$ cat config.mk
export PLATFORM = sky130hd
export DESIGN_NAME = baud_gen_prog_flat
export DESIGN_NICKNAME = d
export VERILOG_FILES = /design/src/rtl/baud_gen_prog_if.sv /design/src/rtl/baud_gen_prog.sv /design/src/flat_wrapper.sv
export SDC_FILE = /design/constraint.sdc
export NUM_CORES = 1
export LEC_CHECK = 0
export BUFFER_PORTS_ARGS = -buffer_cell sky130_fd_sc_hd__clkbuf_2
export CAP_MARGIN = 10
export CELL_PAD_IN_SITES_DETAIL_PLACEMENT = 0
export CELL_PAD_IN_SITES_GLOBAL_PLACEMENT = 1
export CORE_MARGIN = 2
export CORE_UTILIZATION = 50
export DETAILED_ROUTE_END_ITERATION = 10
export PLACE_DENSITY = 0.81
export SETUP_SLACK_MARGIN = 0.2
export SLEW_MARGIN = 0
export SYNTH_ARGS = -nofsm -noshare
export SYNTH_HDL_FRONTEND = slang
export SYNTH_SLANG_ARGS = --single-unit
$ cat constraint.sdc
create_clock -name clk -period 7.7 [get_ports clk]
set_input_delay 0.77 -clock clk [delete_from_list [all_inputs] [get_ports clk]]
set_output_delay 0.77 -clock clk [all_outputs]
set_load 0.005 [all_outputs]
$ cat src/rtl/baud_gen_prog_if.sv
// Control and strobe bundle between a UART and its baud generator.
// Latency: none, wires only.
// Backpressure: none; strobes are single-cycle pulses with no handshake.
interface baud_gen_prog_if #(
  parameter int DIV_W  = 16,
  parameter int FRAC_W = 4
);
  logic              en;
  logic [DIV_W-1:0]  div_int;
  logic [FRAC_W-1:0] div_frac;
  logic              div_load;
  logic              rx_resync;
  logic              div_pending;
  logic              tx_enb;
  logic              rx_enb;
  logic              rx_mid;

  // UART side: programs the divisor and consumes the strobes
  modport master (
    output en, div_int, div_frac, div_load, rx_resync,
    input  div_pending, tx_enb, rx_enb, rx_mid
  );

  // generator side
  modport slave (
    input  en, div_int, div_frac, div_load, rx_resync,
    output div_pending, tx_enb, rx_enb, rx_mid
  );
endinterface

$ cat src/rtl/baud_gen_prog.sv
// Programmable fractional baud generator: TX baud strobe, RX oversample and bit-centre strobes.
// Latency: all outputs registered; a strobe appears L edges after its period starts.
// Backpressure: none; en=0 freezes all timing, a new divisor waits for the next base period boundary.
module baud_gen_prog #(
  parameter int OSR            = 16,
  parameter int DIV_W          = 16,
  parameter int FRAC_W         = 4,
  parameter int RESET_DIV_INT  = 325,
  parameter int RESET_DIV_FRAC = 8
) (
  input  logic           clk,
  input  logic           rst,
  baud_gen_prog_if.slave bus
);

  // period length can reach 2^DIV_W (max integer plus a carry)
  localparam int CNT_W = DIV_W + 1;
  localparam int OS_W  = $clog2(OSR);

  localparam logic [DIV_W-1:0]  RST_INT  = DIV_W'(RESET_DIV_INT);
  localparam logic [FRAC_W-1:0] RST_FRAC = FRAC_W'(RESET_DIV_FRAC);
  localparam logic [OS_W-1:0]   OS_LAST  = OS_W'(OSR - 1);
  localparam logic [OS_W-1:0]   OS_MID   = OS_W'(OSR / 2 - 1);

  // Length of the current period: integer part (floored at 2 so strobes
  // never touch) plus the carry out of the fraction accumulator.
  function automatic logic [CNT_W-1:0] period_len(
    input logic [DIV_W-1:0]  dint,
    input logic [FRAC_W-1:0] dfrac,
    input logic [FRAC_W-1:0] acc
  );
    logic [FRAC_W:0]  fsum;
    logic [CNT_W-1:0] ipart;
    fsum  = {1'b0, acc} + {1'b0, dfrac};
    ipart = (dint < DIV_W'(2)) ? CNT_W'(2) : {1'b0, dint};
    return ipart + CNT_W'(fsum[FRAC_W]);
  endfunction

  // active / shadow divisor
  logic [DIV_W-1:0]  act_int, shd_int, nxt_int;
  logic [FRAC_W-1:0] act_frac, shd_frac, nxt_frac;
  logic              pend_q, swap_q;

  // each engine latches its divisor at period start so that an in-flight
  // period always finishes with the length it began with
  logic [DIV_W-1:0]  base_int, rx_int;
  logic [FRAC_W-1:0] base_frac, rx_frac;
  logic [FRAC_W-1:0] base_acc, rx_acc;
  logic [CNT_W-1:0]  base_cnt, rx_cnt;
  logic [CNT_W-1:0]  base_len, rx_len;
  logic [OS_W-1:0]   tx_os_cnt, rx_os_cnt;
  logic              base_hit, rx_hit, swap;
  logic              tx_q, rx_q, mid_q;

  // end-of-period detection and the divisor handed to periods starting now
  always_comb begin
    base_len = period_len(base_int, base_frac, base_acc);
    rx_len   = period_len(rx_int, rx_frac, rx_acc);
    base_hit = bus.en && (base_cnt + CNT_W'(1) == base_len);
    rx_hit   = bus.en && !bus.rx_resync && (rx_cnt + CNT_W'(1) == rx_len);
    swap     = base_hit && pend_q;
    nxt_int  = swap ? shd_int  : act_int;
    nxt_frac = swap ? shd_frac : act_frac;
  end

  // Divisor shadowing: the swap happens on a base strobe; pending drops one
  // cycle later unless a fresh load arrived meanwhile (that one waits).
  always_ff @(posedge clk) begin
    if (rst) begin
      act_int  <= RST_INT;
      act_frac <= RST_FRAC;
      shd_int  <= '0;
      shd_frac <= '0;
      pend_q   <= 1'b0;
      swap_q   <= 1'b0;
    end else begin
      if (swap) begin
        act_int  <= shd_int;
        act_frac <= shd_frac;
      end
      if (bus.div_load) begin
        shd_int  <= bus.div_int;
        shd_frac <= bus.div_frac;
      end
      if (bus.div_load)
        pend_q <= 1'b1;
      else if (swap_q)
        pend_q <= 1'b0;
      swap_q <= swap && !bus.div_load;
    end
  end

  // Free-running base engine and the TX divide-by-OSR
  always_ff @(posedge clk) begin
    if (rst) begin
      base_cnt  <= '0;
      base_acc  <= '0;
      base_int  <= RST_INT;
      base_frac <= RST_FRAC;
      tx_os_cnt <= '0;
      tx_q      <= 1'b0;
    end else begin
      tx_q <= base_hit && (tx_os_cnt == OS_LAST);
      if (base_hit) begin
        base_cnt  <= '0;
        base_acc  <= base_acc + base_frac;
        base_int  <= nxt_int;
        base_frac <= nxt_frac;
        tx_os_cnt <= (tx_os_cnt == OS_LAST) ? '0 : tx_os_cnt + OS_W'(1);
      end else if (bus.en) begin
        base_cnt <= base_cnt + CNT_W'(1);
      end
    end
  end

  // RX engine: same divisor, restarted by start-bit detect
  always_ff @(posedge clk) begin
    if (rst) begin
      rx_cnt    <= '0;
      rx_acc    <= '0;
      rx_int    <= RST_INT;
      rx_frac   <= RST_FRAC;
      rx_os_cnt <= '0;
      rx_q      <= 1'b0;
      mid_q     <= 1'b0;
    end else if (bus.rx_resync) begin
      rx_cnt    <= '0;
      rx_acc    <= '0;
      rx_int    <= nxt_int;
      rx_frac   <= nxt_frac;
      rx_os_cnt <= '0;
      rx_q      <= 1'b0;
      mid_q     <= 1'b0;
    end else begin
      rx_q  <= rx_hit;
      mid_q <= rx_hit && (rx_os_cnt == OS_MID);
      if (rx_hit) begin
        rx_cnt    <= '0;
        rx_acc    <= rx_acc + rx_frac;
        rx_int    <= nxt_int;
        rx_frac   <= nxt_frac;
        rx_os_cnt <= (rx_os_cnt == OS_LAST) ? '0 : rx_os_cnt + OS_W'(1);
      end else if (bus.en) begin
        rx_cnt <= rx_cnt + CNT_W'(1);
      end
    end
  end

  assign bus.div_pending = pend_q;
  assign bus.tx_enb      = tx_q;
  assign bus.rx_enb      = rx_q;
  assign bus.rx_mid      = mid_q;

endmodule

$ cat src/flat_wrapper.sv
// flat-port wrapper written by rule: the top's interface ports become plain ports
module baud_gen_prog_flat 
#(
  parameter int OSR            = 16,
  parameter int DIV_W          = 16,
  parameter int FRAC_W         = 4,
  parameter int RESET_DIV_INT  = 325,
  parameter int RESET_DIV_FRAC = 8
)
  (clk, rst, bus_en, bus_div_int, bus_div_frac, bus_div_load, bus_rx_resync, bus_div_pending, bus_tx_enb, bus_rx_enb, bus_rx_mid);
  baud_gen_prog_if #(.DIV_W(DIV_W), .FRAC_W(FRAC_W)) bus_i ();
  input  logic clk;
  input  logic rst;
  input wire logic [$bits(bus_i.en)-1:0] bus_en;
  input wire logic [$bits(bus_i.div_int)-1:0] bus_div_int;
  input wire logic [$bits(bus_i.div_frac)-1:0] bus_div_frac;
  input wire logic [$bits(bus_i.div_load)-1:0] bus_div_load;
  input wire logic [$bits(bus_i.rx_resync)-1:0] bus_rx_resync;
  output wire logic [$bits(bus_i.div_pending)-1:0] bus_div_pending;
  output wire logic [$bits(bus_i.tx_enb)-1:0] bus_tx_enb;
  output wire logic [$bits(bus_i.rx_enb)-1:0] bus_rx_enb;
  output wire logic [$bits(bus_i.rx_mid)-1:0] bus_rx_mid;
  assign bus_i.en = bus_en;
  assign bus_i.div_int = bus_div_int;
  assign bus_i.div_frac = bus_div_frac;
  assign bus_i.div_load = bus_div_load;
  assign bus_i.rx_resync = bus_rx_resync;
  assign bus_div_pending = bus_i.div_pending;
  assign bus_tx_enb = bus_i.tx_enb;
  assign bus_rx_enb = bus_i.rx_enb;
  assign bus_rx_mid = bus_i.rx_mid;
  baud_gen_prog #(.OSR(OSR), .DIV_W(DIV_W), .FRAC_W(FRAC_W), .RESET_DIV_INT(RESET_DIV_INT), .RESET_DIV_FRAC(RESET_DIV_FRAC)) u_core (.clk(clk), .rst(rst), .bus(bus_i));
endmodule
==> results.ini <==
[placed_design]
dp_slack_ns = 2.59
numPortBuffers = 28
hpwl_microns = 12100
place.gp.congestion = 0.836

[floorplanning]
die_h_microns = 126
die-area_sq_mm = 0.0159
row_count = 44
design.core.area_sq_mm = 0.0145
start_util_pct = 51.2
die_w_microns = 126
ios = 29

[clocking]
clkSinkCount = 135
cts_max_path_buffers = 2
clk_pin_slew_ns = 0.06
cts_tree = yes
cts_resized = 0
numCtsBuffers = 17
clkLatencyLatePin_ns = 0.43
post_cts_buffers = 0
root_buffer = clkbuf_16
cts.htree.levels = 4
hold_buffers = 0

[timing]
worst_pin_slew_ns = 0.993
finalCritPeriodShare_pct = 66.3
clock.fmax_mhz = 196
finalSetupViolCount = 0
slew_viol_final = 0
tns_ns = 0
fin_ws_ns = 2.60
hold_violations = 0
finalClockSkew_ns = 0.0172
slew_headroom_pct = 33.7
finalCriticalPeriod_ns = 5.10
rsz0062_at_grt = no

[setup_path]
arrival_ns = 5.39
crit_type = register to register
worstPathMaxFanout = 34
endpoint_kind = register
start_kind = register
critical_path_required_ns = 7.98

[synth]
syn_area_per_cell_sq_um = 9.14
syn-num-nets = 857
async_flop_share_pct = 0
synth-edff-count = 0
synthCells = 814
yosysSeqAreaShare_pct = 36.3
synthDistinctLibCells = 61
synth_top_flop_cell = dfxtp_1
synth_warnings = 0
netlist_area_sq_mm = 0.00744
ys_seq_elements = 135

[global_route]
grt_overflow = 0
grt_pass1_vias = 5764
grt_first_pass_wirelength_microns = 28700
antenna_found_initial = 0
grt_use_total_pct = 22.4
grt_start_max_net_pins = 70

[run_status]
status = completed

[detailed_routing]
via_per_inst = 5.61
num_vias = 5701
totalWireLength_microns = 16900
drc = 0
drt_iter0_markers = 279
wl_per_cell_microns = 16.7
antenna_left = 0
dr.pass1.iters = 4

[cells_and_area]
n_antenna_cell = 0
fillers = 1299
nets = 862
synthToLayoutAreaGrowth_pct = 9.84
drive_above_1_share_pct = 12.0

[flow_run]
drv_cap = 0

[pwr]
power_leakage_uw = 0.00353
cellPowerDensity_mw_per_mm2 = 192
vdd_drop_max_v = 0.000153

[min_path]
worstHoldPathType = register to register

==> critical path: stages (launching register included) <==
cell and delay [ns]:
dfxtp_1 0.34, ha_1 0.18, inv_1 0.06, fa_1 0.40, nor2b_1 0.12, o21ai_0 0.08
nand2b_1 0.14, ha_1 0.23, ha_1 0.22, and4_1 0.35, nand4_1 0.20, xnor3_1 0.38
o21ai_1 0.46, nand3_2 0.89, nand2_1 0.81, nor2_1 0.11
==> Yosys cell counts (all sizes together) (6+ instances only) <==
cell type  count  area share, %
a21o           8           0.81
a21oi         32            2.7
and3          18            1.5
buf           24            1.9
clkbuf        22            1.1
dfxtp        135             36
ha            16            2.7
inv           24            1.2
mux2          15            2.3
mux2i         67            9.0
nand2         46            2.4
nand3         43            3.0
nand4         20            1.8
nor2         114            5.9
nor3          14            1.0
nor4          18            1.8
o21ai         11           0.74
o31ai         19            1.9
or4            6           0.71
xnor2         47            5.5
xnor3         11            3.3
xor2          44            5.2
==> registers in the layout, summed over array words and instances, names as in the netlist, 4 cells and up <==
register	count
u_core.rx_int	16
u_core.rx_frac	4
u_core.act_frac	4
u_core.base_cnt	17
u_core.base_acc	4
u_core.base_frac	4
u_core.rx_acc	4
u_core.shd_int	16
u_core.tx_os_cnt	4
u_core.rx_cnt	17
u_core.rx_os_cnt	4
u_core.act_int	16
u_core.shd_frac	4
u_core.base_int	16
==> through the flow <==
step | cells | util (%) | total power [uW] | hold WS [ns] | instance area [sq um]
after floorplan | 814 | - | 803 | 0.431 | 7440
after CTS | 1016 | 56.2 | 1580 | 0.483 | 8170
after global routing | 1016 | 56.2 | 1620 | 0.508 | 8170
final | 1016 | 56.2 | 1570 | 0.481 | 8170
after detailed placement | 984 | 52.4 | 828 | 0.469 | 7620
after global placement | 984 | 52.4 | 825 | 0.455 | 7620
==> cells by family after synthesis <==
family                     Yosys count  synth area share, %
and+or+nand+nor                    308                 20.9
muxes                               82                 11.3
xor gates and xnor gates           105                 15.0
buffers and inverters               70                 4.19
AOI/OAI and AO/OA                   96                 9.10
DFF                                135                 36.3
adders and majority gates           18                 3.23
==> metal layers <==
metal	GRT usage (%)	wire length, microns	share of wire (%)	up-vias
met2	37.7	8270	49	70
met5	0	0	0	-
li1	-	-	-	2871
met3	4.55	444	2.6	19
met1	29.0	7980	47	2741
met4	6.66	235	1.4	0
==> power by group <==
part	switching (uW)	internal [uW]	total, uW	leakage, uW
clock network	324	434	758	0.000266
logic	47.3	37.3	84.6	0.00217
registers	15.9	712	728	0.00110
==> path summary, 6_finish.rpt <==
kind / cells after the start / to / start / slack [ns]
max reg2reg: 15 / u_core.base_cnt[11] / u_core.base_acc[0] / 2.60
max: 15 / u_core.base_cnt[11] / u_core.base_acc[0] / 2.60
min reg2reg: 2 / u_core.bus.tx_enb / u_core.tx_os_cnt[3] / 0.48
min: 2 / u_core.bus.tx_enb / u_core.tx_os_cnt[3] / 0.48
==> placed cells by master (no fill, tap or decap), types with 3 or more instances in the layout <==
cell type and n:
xor2_1 44, nor2b_1 4, clkbuf_2 28, nand4_1 19, nor4_1 15, nand2_1 45, a211oi_1 3, mux2i_1 67
o31ai_1 19, nor4_2 3, a21oi_2 10, dfxtp_1 135, xnor2_1 47, and2_1 4, xnor3_1 11, xor3_1 3
clkinv_4 5, o21a_1 3, a22o_1 5, clkbuf_16 17, a21oi_1 22, or4_1 4, mux2_2 15, ha_1 16
and4_1 5, a21o_1 8, or3_1 3, nor2_1 113, inv_1 24, a41o_1 5, nand2b_1 5, and3_1 18
nand3_1 41, nor3_1 13, o21ai_0 9, buf_4 4
==> area by class of cell <==
| cell class | count | area [sq um] | area share, % |
|---|---|---|---|
| sequential | 135 | 2700 | 33.1 |
| tap | 184 | 230 | 2.82 |
| inverter | 24 | 90.1 | 1.10 |
| timing repair buffer | 32 | 170 | 2.08 |
| clock inverter | 11 | 92.6 | 1.13 |
| multi-input combinational | 609 | 4430 | 54.2 |
| clock buffer | 21 | 460 | 5.63 |
No activity file was read; power rests on OpenSTA's default activity.
